===== src/rtl/gmii_tx_framer.sv =====
// GMII transmit framer: fills lead slots with preamble/SFD, passes data while computing CRC-32, appends FCS.
// Define GMII_TX_STATS_EN to build the frame_count/err_count statistics counters.
module gmii_tx_framer #(
    parameter int LEAD = 4
) (
    input  logic        tx_clk,
    input  logic        rst,
    input  logic        strobe_s,
    input  logic        strobe_l,
    input  logic [7:0]  mac_data,
    output logic [7:0]  gmii_txd,
    output logic        gmii_tx_en,
    output logic        gmii_tx_er,
    output logic        busy,
    output logic [15:0] frame_count,
    output logic [15:0] err_count
);

    typedef enum logic [2:0] {
        IDLE  = 3'd0,
        PRE   = 3'd1,
        DATA  = 3'd2,
        FCS   = 3'd3,
        ABORT = 3'd4
    } state_t;

    localparam logic [3:0]  LEAD_CNT = 4'(LEAD);
    localparam logic [31:0] CRC_INIT = 32'hFFFF_FFFF;
    localparam logic [31:0] CRC_POLY = 32'hEDB8_8320;
    localparam logic [7:0]  PRE_BYTE = 8'h55;
    localparam logic [7:0]  SFD_BYTE = 8'hD5;

    state_t      state;
    state_t      state_nxt;
    logic [3:0]  lead_cnt;
    logic [3:0]  lead_nxt;
    logic [2:0]  trl_cnt;
    logic [2:0]  trl_nxt;
    logic [31:0] crc;
    logic [31:0] crc_nxt;
    logic [31:0] fcs_word;
    logic [7:0]  txd_nxt;
    logic        en_nxt;
    logic        er_nxt;
    logic        fault;

    // Reflected CRC-32, one byte per call, LSB first.
    function automatic logic [31:0] crc_step(input logic [31:0] c, input logic [7:0] d);
        logic [31:0] r;
        r = c ^ {24'd0, d};
        for (int i = 0; i < 8; i++) begin
            r = r[0] ? ((r >> 1) ^ CRC_POLY) : (r >> 1);
        end
        return r;
    endfunction

    assign fcs_word = crc >> {trl_cnt[1:0], 3'b000};

    always_comb begin
        state_nxt = state;
        lead_nxt  = lead_cnt;
        trl_nxt   = trl_cnt;
        crc_nxt   = crc;
        txd_nxt   = 8'h00;
        en_nxt    = 1'b0;
        er_nxt    = 1'b0;
        fault     = 1'b0;

        case (state)
            IDLE: begin
                crc_nxt  = CRC_INIT;
                lead_nxt = 4'd0;
                trl_nxt  = 3'd0;
                if (strobe_s) begin
                    state_nxt = ABORT;
                end else if (strobe_l) begin
                    state_nxt = PRE;
                    lead_nxt  = 4'd1;
                    txd_nxt   = (LEAD_CNT == 4'd1) ? SFD_BYTE : PRE_BYTE;
                    en_nxt    = 1'b1;
                end
            end

            PRE: begin
                if (!strobe_l) begin
                    fault = 1'b1;
                end else if (strobe_s) begin
                    if (lead_cnt == LEAD_CNT) begin
                        state_nxt = DATA;
                        txd_nxt   = mac_data;
                        en_nxt    = 1'b1;
                        crc_nxt   = crc_step(crc, mac_data);
                    end else begin
                        fault = 1'b1;
                    end
                end else if (lead_cnt < LEAD_CNT) begin
                    lead_nxt = lead_cnt + 4'd1;
                    txd_nxt  = (lead_cnt + 4'd1 == LEAD_CNT) ? SFD_BYTE : PRE_BYTE;
                    en_nxt   = 1'b1;
                end else begin
                    // Lead slots exhausted with no data: zero-length frame.
                    fault = 1'b1;
                end
            end

            DATA: begin
                if (!strobe_l) begin
                    fault = 1'b1;
                end else if (strobe_s) begin
                    txd_nxt = mac_data;
                    en_nxt  = 1'b1;
                    crc_nxt = crc_step(crc, mac_data);
                end else begin
                    state_nxt = FCS;
                    trl_nxt   = 3'd1;
                    txd_nxt   = ~crc[7:0];
                    en_nxt    = 1'b1;
                end
            end

            FCS: begin
                if (trl_cnt < 3'd4) begin
                    if (strobe_l && !strobe_s) begin
                        trl_nxt = trl_cnt + 3'd1;
                        txd_nxt = ~fcs_word[7:0];
                        en_nxt  = 1'b1;
                    end else begin
                        fault = 1'b1;
                    end
                end else if (!strobe_l && !strobe_s) begin
                    state_nxt = IDLE;
                    crc_nxt   = CRC_INIT;
                    lead_nxt  = 4'd0;
                    trl_nxt   = 3'd0;
                end else begin
                    fault = 1'b1;
                end
            end

            ABORT: begin
                if (!strobe_l && !strobe_s) begin
                    state_nxt = IDLE;
                    crc_nxt   = CRC_INIT;
                end
            end

            default: begin
                state_nxt = IDLE;
                crc_nxt   = CRC_INIT;
            end
        endcase

        // A mid-frame violation is marked on the wire with a single tx_er cycle.
        if (fault) begin
            state_nxt = ABORT;
            lead_nxt  = 4'd0;
            trl_nxt   = 3'd0;
            crc_nxt   = CRC_INIT;
            txd_nxt   = 8'h00;
            en_nxt    = 1'b1;
            er_nxt    = 1'b1;
        end
    end

    always_ff @(posedge tx_clk) begin
        if (rst) begin
            state      <= IDLE;
            lead_cnt   <= 4'd0;
            trl_cnt    <= 3'd0;
            crc        <= CRC_INIT;
            gmii_txd   <= 8'h00;
            gmii_tx_en <= 1'b0;
            gmii_tx_er <= 1'b0;
        end else begin
            state      <= state_nxt;
            lead_cnt   <= lead_nxt;
            trl_cnt    <= trl_nxt;
            crc        <= crc_nxt;
            gmii_txd   <= txd_nxt;
            gmii_tx_en <= en_nxt;
            gmii_tx_er <= er_nxt;
        end
    end

    assign busy = (state != IDLE);

`ifdef GMII_TX_STATS_EN
    logic [15:0] frame_cnt_q;
    logic [15:0] err_cnt_q;

    // Counting on state transitions covers both IDLE-entry and mid-frame errors uniformly.
    always_ff @(posedge tx_clk) begin
        if (rst) begin
            frame_cnt_q <= 16'd0;
            err_cnt_q   <= 16'd0;
        end else begin
            if (state == FCS && state_nxt == IDLE) begin
                frame_cnt_q <= frame_cnt_q + 16'd1;
            end
            if (state != ABORT && state_nxt == ABORT) begin
                err_cnt_q <= err_cnt_q + 16'd1;
            end
        end
    end

    assign frame_count = frame_cnt_q;
    assign err_count   = err_cnt_q;
`else
    assign frame_count = 16'd0;
    assign err_count   = 16'd0;
`endif

endmodule


===== config.mk =====
export PLATFORM = sky130hd
export DESIGN_NAME = gmii_tx_framer
export DESIGN_NICKNAME = d
export VERILOG_FILES = /design/src/rtl/gmii_tx_framer.sv
export SDC_FILE = /design/constraint.sdc
export NUM_CORES = 1
export LEC_CHECK = 0
export ABC_AREA = 1
export BUFFER_PORTS_ARGS = -buffer_cell sky130_fd_sc_hd__clkbuf_2
export CORE_AREA = 2 2 130 132
export CTS_CLUSTER_DIAMETER = 60
export CTS_CLUSTER_SIZE = 28
export DETAILED_ROUTE_END_ITERATION = 8
export DIE_AREA = 0 0 132 134
export PLACE_DENSITY = 0.39
export SLEW_MARGIN = 10
export SYNTH_ARGS = -nofsm -noshare
export SYNTH_HDL_FRONTEND = slang
export SYNTH_SLANG_ARGS = --single-unit

===== constraint.sdc =====
create_clock -name tx_clk -period 1.49 [get_ports tx_clk]
set_input_delay 0 -clock tx_clk [delete_from_list [all_inputs] [get_ports tx_clk]]
set_output_delay 0 -clock tx_clk [all_outputs]
set_load 0.005 [all_outputs]

# [Word level (Yosys, flattened, before mapping)]
# Index checks and enable logic that the tools add are counted.
[totals] ram_bits=0 romBits=0 mem_count=0 elab_cells=137 reg_bits=52 latchBits=0 output_inout_bits=43 in_bits=12
[classes] n_lt_le_gt_ge=2 bitwise=11 add_sub_neg=2 div_mod_pow=0 eq_ne=26 reduce_logical=14 shift=1 n_mul=0 muxes=73
[op_table] cell="$mux W32" count=15
[op_table] cell="$pmux W32 S4" count=1
[op_table] cell="$not A13 Y14" count=8
[op_table] cell="$mux W8" count=10
[op_table] cell="$mux W3" count=15
[op_table] cell="$pmux W8 S4" count=1
[op_table] cell="$shr A32 B5 Y8" count=1
[op_table] cell="$xor A32 B8 Y32" count=1
[op_table] cell="$ne A3 B3 Y1 const B" count=9
[op_table] cell="$mux W4" count=6
[op_table] cell="$ne A2 B2 Y1 const B" count=10
[op_table] cell="$mux W1" count=19
[op_table] cell="$not A8 Y8" count=2
[op_table] cell="$pmux W3 S5" count=1
[op_table] cell="$reduce_and A7 Y1" count=2
[op_table] cell="$pmux W4 S3" count=1
[op_table] cell="$reduce_and A6 Y1" count=2
[op_table] cell="$pmux W3 S3" count=1
[op_table] cell="$reduce_bool A3 Y1" count=3
[op_table] cell="$eq A4 B3 Y1 const B" count=2
[op_table] cell="$mux W7" count=1
[op_table] cell="$eq A3 B2 Y1 const B" count=2
[op_table] cell="$reduce_and A5 Y1" count=1
[op_table] cell="$add A4 B1 Y4 const B" count=1
[op_table] cell="12 further kinds" count=14

# [Logic depth before layout (Yosys ltp)]
# Gate-level depths: netlist of run 1.
[depth] depth_word=21 ltp_mapped=13 depth_no_buf=13

# [Worst setup path after synthesis of run 1]
# OpenSTA, ideal clock, no wires.
[synth_timing] path_type="reg2reg" from="register lead_cnt[0]" to="register crc[24]" setup_ns=0.117 setup_slack_ns=-0.154 synth_period_minus_slack_ns=1.644 required_time_ns=1.373 n_path_buf=2 path_stages_with_launch=14 arrival_time_ns=1.527 cell_sequence="dfxtp_1 inv_1 ha_1 nand2_1 nor2_1 nand3_1 nand3_1 inv_2 nor2_4 nand2_2 buf_6 buf_6 a21oi_1 nand2_1"
[synth_between] elab_chain_len=6 elab_cells_between_ends=10 classes_between="order compare (1); eq/ne (2); mux (5); reduce/logical (2)"
[synth_lines] element="from (decl)" line_no="35" rtl="logic [3:0] lead_cnt;"
[synth_lines] element="from (signal assigned)" line_no="176" rtl="lead_cnt <= lead_nxt;"
[synth_lines] element="$lt A4 B3 Y1 / $eq A4 B3 Y1 (equally long branches)" line_no="96, 88"
[synth_lines] element="$mux W1, on equally long branches" line_no="96, 88"
[synth_lines] element="$mux W1" line_no="87" rtl="end else if (strobe_s) begin"
[synth_lines] element="$mux W1" line_no="85" rtl="if (!strobe_l) begin"
[synth_lines] element="$pmux W1 S3" line_no="69" rtl="case (state)"
[synth_lines] element="$reduce_or A2 Y1 (no line)"
[synth_lines] element="to (signal assigned)" line_no="178" rtl="crc <= crc_nxt;"
[synth_lines] element="to (decl)" line_no="39" rtl="logic [31:0] crc;"
# Parallel ways exist; a longest one is shown, timed or not.
# A chain may end at the register's enable or synchronous reset.

# [Worst setup path in the final report of run 1]
[layout_timing] from="register lead_cnt[1]" to="register gmii_txd[7]"
[layout_between] elab_chain_len=7 elab_cells_between_ends=16 classes_between="add/sub (1); order compare (1); eq/ne (2); mux (11); reduce/logical (1)"
[layout_lines] element="$add A4 B1 Y4" line_no="98" rtl="txd_nxt = (lead_cnt + 4'd1 == LEAD_CNT) ? SFD_BYTE : PRE_BYTE;"
[layout_lines] element="$eq A4 B3 Y1" line_no="98"
[layout_lines] element="$mux W8" line_no="98"
[layout_lines] element="$mux W8" line_no="96" rtl="end else if (lead_cnt < LEAD_CNT) begin"
[layout_lines] element="$mux W8" line_no="87"
[layout_lines] element="$mux W8" line_no="85"
[layout_lines] element="$pmux W8 S4" line_no="69"
[layout_lines] element="to (signal assigned)" line_no="179" rtl="gmii_txd <= txd_nxt;"
[layout_lines] element="to (decl)" line_no="11" rtl="output logic [7:0] gmii_txd,"
# Parallel ways exist; a longest one is shown, timed or not.

==> flow_summary_export.csv, run 1 <==
group,metric,value,unit
status,status,"complete, but fails checks",
status,violations,"setup timing",
global_route,met3_usage,2.53,%
critical_path,required,1720,ps
detailed_routing,via_per_inst,4.52,
critical_path,reg2reg_from,"lead_cnt[1]$_SDFFE_PP0P_",
timing,final_hold_viol_count,0,
critical_path,crit_chain,"inv_2, ha_4, nand2_4, nor2_4, nand3_2, nand3_2, inv_2, nor2_4, nand2_4, buf_4, buf_12, a31oi_1",
logic_synthesis,synthSimpleGateAreaFrac,33.5,%
logic_synthesis,yosysSeqAreaShare,25.9,%
global_route,grt_usage,17.4,%
pwr,powerDensity,1830,nW/um^2
global_route,antenna_found_initial,0,
pwr,swShare,48.2,%
logic_synthesis,yosys.area.top_type,"dfxtp_1",
detailed_routing,dr.pass1.iters,4,
placed_design,io_buffers,22,
timing,setup_viol,51,
detailed_routing,routed_wl,15.2,mm
pwr,switching_power,5020,uW
logic_synthesis,synth_cell_types,39,
critical_path,path_max_fanout,14,
critical_path,r2r_cells,12,
critical_path,crit_buf_inv,4,
timing,fin_crit_sh,114,%
logic_synthesis,synthFlopType,"dfxtp_1",
clock_network,htreeDepth,2,
placed_design,dpl-instance-area,5130,sq um
global_route,grt_pass1_wl,24.1,mm
timing,period_minus_slack,1700,ps
critical_path,cp_slowest_cell,"dfxtp_2",
die,pin_count,55,
logic_synthesis,synthAdderAreaFrac,0.933,%
layout,nFillCells,1794,
logic_synthesis,synthMuxAreaShare,0,%
logic_synthesis,synth_compound_area_share,18.2,%
global_route,grt_util_met2,30.2,%
clock_network,clock_latency,310,ps
clock_network,cts.clk_slew.worst_paths,70,ps
pwr,seqPwrFrac,20.0,%
critical_path,r2r_end,"gmii_txd[7]$_SDFF_PP0_",
pwr,intPower,5390,uW
die,dieArea,17700,sq um
logic_synthesis,synth_area,4020,sq um
pwr,power,10400,uW
logic_synthesis,synth_top_family_by_area,"simple AND/OR/NAND/NOR gates",
detailed_routing,initialDrtViolationCount,237,
logic_synthesis,synth_edf_count,0,
flow_run,maxCapViolations,0,
critical_path,cp-start-kind,"flop",
placed_design,place_congestion,0.829,
critical_path,cp-end-kind,"flop",
layout,final_common_cell,"nand2_1",
clock_network,cts_buffers,5,
die,num_rows,47,
timing,skew,15.1,ps
critical_path,crit_path_max_incr_delay,330,ps
placed_design,hpwl,11.6,mm
logic_synthesis,ys_ff_latch,52,
logic_synthesis,syn_inst,657,
critical_path,r2r_slack,-210,ps
timing,slew_viol_final,0,
clock_network,cts_root_buf,"clkbuf_16",
hold_path,min_path_type,"in -> reg",
layout,synthToLayoutAreaGrowth,41.7,%
layout,fin_nets,801,
detailed_routing,avgRoutedWirePerCell,15.1,um
hold_path,worstHoldEndpoint,"gmii_txd[3]$_SDFF_PP0_",
timing,setup_ws,-214,ps
critical_path,cp_top_family,"simple AND/OR/NAND/NOR gates",
layout,final_cell_area,5700,sq um
hold_path,min-delay-start,"mac_data[3]",
global_route,grt_use_met1,22.5,%
detailed_routing,drt.antenna.violating_nets,0,
die,fp.dieW,132,um
clock_network,clock-sinks,52,
global_route,grt_pass1_vias,4501,
layout,register_area,1060,sq um
timing,rsz0062_at_grt,"yes",
global_route,grt_overflow,0,
pwr,power_frac_comb,67.9,%
global_route,grt-busiest-layer,"met2",
die,design.core.area,16300,sq um
pwr,power_leakage,0.00286,uW
die,initial_utilization,24.7,%
logic_synthesis,synth_area_leaders,"dfxtp_1 (26%), nand2_1 (19%), o21ai_0 (6.5%), buf_4 (6.3%), a21oi_1 (6.2%)",
logic_synthesis,avgSynthCellArea,6.12,sq um
layout,drive_gt1_share,33.2,%
layout,antenna_cells,0,
detailed_routing,vias,4552,
detailed_routing,route.detailed.drc,0,
layout,layout_common_cells,"nand2_1 (187), buf_4 (105), inv_1 (55)",
pwr,clock_power_share,12.1,%
logic_synthesis,synthArstFlopShare,0,%
logic_synthesis,synth_warnings,0,
layout,multi_input_area,2850,sq um
pwr,vdd_drop_max,0.000859,V
logic_synthesis,yosysTopAreaCellShare,25.9,%
global_route,grt_max_degree,36,
critical_path,worstPathArrival,1930,ps
clock_network,tritoncts,"done",
die,die_h,134,um
logic_synthesis,synth-xor-area-share,6.50,%
critical_path,critical_path_class,"reg -> reg",
hold_path,min_delay_path_depth,4,
timing,fmax,0.587,GHz
clock_network,clk_path_buf_depth,2,
[layer usage]
layer  vias to the layer above  share of wire, %
li1                       2322                 -
met1                      2114                47
met2                       100                48
met3                        16               3.8
met4                         0               1.5
met5                         -                 0
[power groups by stage]
stage               sequential, uW  combinational (uW)  clock [uW]
floorplan                     1970                3870           0
global placement              2060                6340           0
finish                        2080                7070        1260
CTS                           2060                6680        1320
detailed placement            2070                6320           0
global route                  2120                7850        1350
[worst min-delay path, stage by stage]
cell and delay (ps):
clkbuf_2 110, buf_4 130, nand3_1 90, a21oi_2 50
[cell families after synthesis]
logic type                 after synthesis
and+or+nand+nor                        324
AOI/OAI and AO/OA                      132
buffers and inverters                  116
DFF                                     52
xor gates and xnor gates                29
adders and majority gates                3
other                                    1
[how the worst max path moves through the flow]
stage / to / slack [ps] / start / cells after the start
detailed placement: crc[19]$_SDFFE_PP1P_ / -350 / lead_cnt[1]$_SDFFE_PP0P_ / 12
finish: gmii_txd[7]$_SDFF_PP0_ / -210 / lead_cnt[1]$_SDFFE_PP0P_ / 12
global route: gmii_txd[0]$_SDFF_PP0_ / -310 / lead_cnt[1]$_SDFFE_PP0P_ / 12
global placement: crc[19]$_SDFFE_PP1P_ / -380 / lead_cnt[1]$_SDFFE_PP0P_ / 12
CTS: crc[7]$_SDFFE_PP1P_ / -190 / lead_cnt[1]$_SDFFE_PP0P_ / 12
floorplan: crc[8]$_SDFFE_PP1P_ / -60 / lead_cnt[1]$_SDFFE_PP0P_ / 12
[state kept, by name, summed over array words and instances (netlist names)]
register,cells
gmii_txd,8
state,3
lead_cnt,4
trl_cnt,3
crc,32
gmii_tx_en,1
gmii_tx_er,1
[through the flow]
step                instances  hold slack, ps  TNS (ps)  worst slack, ps  util, %
CTS                      1004             111     -6290             -187     33.7
detailed placement        992             297     -9960             -345     31.5
global placement          992             302     -9420             -377     31.5
global route             1007             138    -12750             -314     35.0
floorplan                 688             164      -482            -58.0        -
finish                   1007             119     -6710             -214     35.0
[cell usage after synthesis (3+ instances only)]
| master | instances |
|---|---|
| buf_2 | 8 |
| buf_6 | 3 |
| buf_4 | 34 |
| o21ai_0 | 52 |
| nand3_1 | 47 |
| clkbuf_1 | 5 |
| nor2_4 | 3 |
| dfxtp_1 | 52 |
| o211ai_1 | 8 |
| xnor2_1 | 7 |
| nand2_1 | 208 |
| o21bai_1 | 3 |
| a32oi_1 | 3 |
| xor2_1 | 21 |
| inv_2 | 5 |
| inv_1 | 59 |
| nand2_2 | 7 |
| nor2_1 | 50 |
| ha_1 | 3 |
| a21oi_1 | 50 |
| o22ai_1 | 7 |
[final cells by class]
| class | count | share of cell area, % |
|---|---|---|
| Inverter | 66 | 4.39 |
| Tap cell | 220 | 4.83 |
| Multi-Input combinational cell | 520 | 50.0 |
| Sequential cell | 52 | 18.6 |
| Clock buffer | 6 | 2.44 |
| Timing Repair Buffer | 141 | 19.6 |
| Clock inverter | 2 | 0.176 |
[repair_timing]
item,in CTS,in global routing
hold endpoints to repair,1,0
pin swaps,7,6
setup buffers,4,4
gates resized for setup,59,54
hold buffers,1,0
setup endpoints to repair,51,51
No activity file was read; power rests on OpenSTA's default activity.
==> inputs of run 2 (changes only) <==
--- a/config.mk
+++ b/config.mk
@@ -7,12 +7,12 @@
 export LEC_CHECK = 0
 export ABC_AREA = 1
 export BUFFER_PORTS_ARGS = -buffer_cell sky130_fd_sc_hd__clkbuf_2
-export CORE_AREA = 2 2 130 132
+export CORE_AREA = 2 2 91 93
 export CTS_CLUSTER_DIAMETER = 60
 export CTS_CLUSTER_SIZE = 28
 export DETAILED_ROUTE_END_ITERATION = 8
-export DIE_AREA = 0 0 132 134
-export PLACE_DENSITY = 0.39
+export DIE_AREA = 0 0 93 95
+export PLACE_DENSITY = 0.86
 export SLEW_MARGIN = 10
 export SYNTH_ARGS = -nofsm -noshare
 export SYNTH_HDL_FRONTEND = slang
==> flow_summary_export.csv, run 2 (synthesis gave the netlist of run 1 again) <==
group,metric,value,unit
layout,layout_common_cells,"nand2_1 (192), buf_4 (93), inv_1 (55)",
pwr,powerDensity,1890,nW/um^2
critical_path,crit_chain,"inv_2, ha_4, nand2_2, nor2_4, nand3_2, nand3_2, inv_2, nor2_4, nand2_4, buf_12, a21oi_1, nand2_1",
global_route,antenna_found_initial,0,
placed_design,place_congestion,1.00,
status,status,"complete, but fails checks",
pwr,vdd_drop_max,0.00109,V
layout,drive_gt1_share,28.5,%
timing,setup_viol,51,
layout,multi_input_area,2730,sq um
timing,timing.hold.ws,8.47,ps
detailed_routing,route.detailed.drc,0,
detailed_routing,vias,4951,
timing,final_hold_viol_count,0,
critical_path,worstPathArrival,1940,ps
critical_path,crit_path_end,"crc[14]$_SDFFE_PP1P_",
global_route,grt_pass1_wl,22.4,mm
die,pin_count,55,
critical_path,crit_path_max_incr_delay,340,ps
placed_design,hpwl,9.90,mm
detailed_routing,via_per_inst,5.61,
placed_design,io_buffers,22,
clock_network,tritoncts,"done",
timing,setup_ws,-258,ps
critical_path,crit_buf_inv,3,
detailed_routing,drt.antenna.violating_nets,0,
clock_network,cts.clk_slew.worst_paths,110,ps
clock_network,clock_latency,320,ps
detailed_routing,routed_wl,13.9,mm
status,violations,"setup timing",
clock_network,cts_buffers,5,
critical_path,reg2reg_from,"lead_cnt[1]$_SDFFE_PP0P_",
die,initial_utilization,50.7,%
layout,top_register,"crc",
global_route,grt_overflow,0,
die,fp.dieW,93,um
critical_path,required,1690,ps
die,num_rows,33,
critical_path,cp_slowest_cell,"dfxtp_2",
layout,synthToLayoutAreaGrowth,32.0,%
timing,rsz0062_at_grt,"yes",
hold_path,min_path_type,"in -> reg",
detailed_routing,dr.pass1.iters,6,
critical_path,cp_top_family,"simple AND/OR/NAND/NOR gates",
placed_design,preCtsSetupSlack,-230,ps
global_route,grt_max_degree,27,
detailed_routing,initialDrtViolationCount,548,
layout,nFillCells,658,
timing,fin_crit_sh,117,%
pwr,power_leakage,0.00277,uW
global_route,grt_pass1_vias,4637,
critical_path,cp-end-kind,"flop",
pwr,power,10000,uW
clock_network,htreeDepth,2,
timing,period_minus_slack,1750,ps
die,dieArea,8840,sq um
layout,reg_top3,"crc: 32 flops, gmii_txd: 8 flops, lead_cnt: 4 flops",
critical_path,critical_path_class,"reg -> reg",
detailed_routing,avgRoutedWirePerCell,15.8,um
critical_path,path_max_fanout,20,
die,die_h,95,um
die,design.core.area,7930,sq um
timing,fmax,0.572,GHz
timing,slew_viol_final,0,
flow_run,maxCapViolations,0,
critical_path,r2r_end,"crc[14]$_SDFFE_PP1P_",
critical_path,r2r_slack,-260,ps
critical_path,r2r_cells,12,
critical_path,critical_path_depth,12,
clock_network,clock-sinks,52,
layout,antenna_cells,0,
layout,register_area,1050,sq um
clock_network,cts_root_buf,"clkbuf_8",
clock_network,clk_path_buf_depth,2,
global_route,grt_usage,32.1,%
critical_path,cp-start-kind,"flop",
layout,largest_reg_flops,32,
timing,skew,22.3,ps
layout,final_common_cell,"nand2_1",
critical_path,crit_start,"lead_cnt[1]$_SDFFE_PP0P_",
layout,fin_nets,792,
-- run 2: cell count changes in the layout (fill, tap and decap cells not counted), sizes merged --
cell and delta:
buf -9, clkbuf -1, clkinv -2, clkinvlp +1, inv +2
-- run 2: report_power, final --
| group | internal [uW] | switching [uW] | total [uW] | leakage [uW] |
|---|---|---|---|---|
| Clock | 344 | 534 | 878 | 0.0000452 |
| Sequential | 1740 | 305 | 2040 | 0.000429 |
| Combinational | 3010 | 4100 | 7110 | 0.00229 |
-- run 2: worst min-delay path, stage by stage --
cell and delay (ps):
clkbuf_2 130, nand3_1 90, a31oi_1 70
-- run 2: cell type report --
| class | instances | share of cell area, % |
|---|---|---|
| multi-input cells | 520 | 51.3 |
| repair buffers | 132 | 19.9 |
| flip-flops and latches | 52 | 19.8 |
| inverters | 66 | 4.76 |
| well taps | 105 | 2.47 |
| clock buffers | 5 | 1.30 |
| clock inverters | 3 | 0.471 |
-- run 2: routing by layer --
layer  GRT usage [%]  share of wire (%)  up-vias
met5               0                  0        -
met4            17.3                5.7        0
met3            5.59                9.2       87
met2            55.8                 48      311
met1            37.8                 37     2250
li1                -                  -     2303
-- run 2: how the worst min path moves through the flow --
stage                start                      to  slack [ps]  cells after the start
2_1_floorplan  mac_data[3]  gmii_txd[3]$_SDFF_PP0_         160                      2
3_3_place_gp   mac_data[3]  gmii_txd[3]$_SDFF_PP0_         310                      3
3_5_place_dp   mac_data[3]  gmii_txd[3]$_SDFF_PP0_         310                      3
4_1_cts        mac_data[7]  gmii_txd[7]$_SDFF_PP0_           2                      3
5_1_grt        mac_data[7]  gmii_txd[7]$_SDFF_PP0_          20                      3
6_report       mac_data[7]  gmii_txd[7]$_SDFF_PP0_           8                      3
-- run 2: what timing repair did --
| action | CTS | global route |
|---|---|---|
| hold buffers | 1 | 0 |
| pin swaps | 12 | 2 |
| gates cloned | 3 | 0 |
| gates resized for setup | 71 | 8 |
| endpoints found under the setup margin | 51 | 51 |
| hold endpoints to repair | 1 | 0 |
| setup buffers | 10 | 1 |
-- run 2: per-stage QoR --
stage / setup TNS, ps / cells / util, % / instance area (sq um)
finish: -8340 / 883 / 67.0 / 5310
global route: -13710 / 883 / 67.0 / 5310
CTS: -4940 / 883 / 67.0 / 5310
detailed placement: -6450 / 861 / 61.2 / 4850
global placement: -4710 / 861 / 61.2 / 4850
floorplan: -482 / 688 / - / 4210
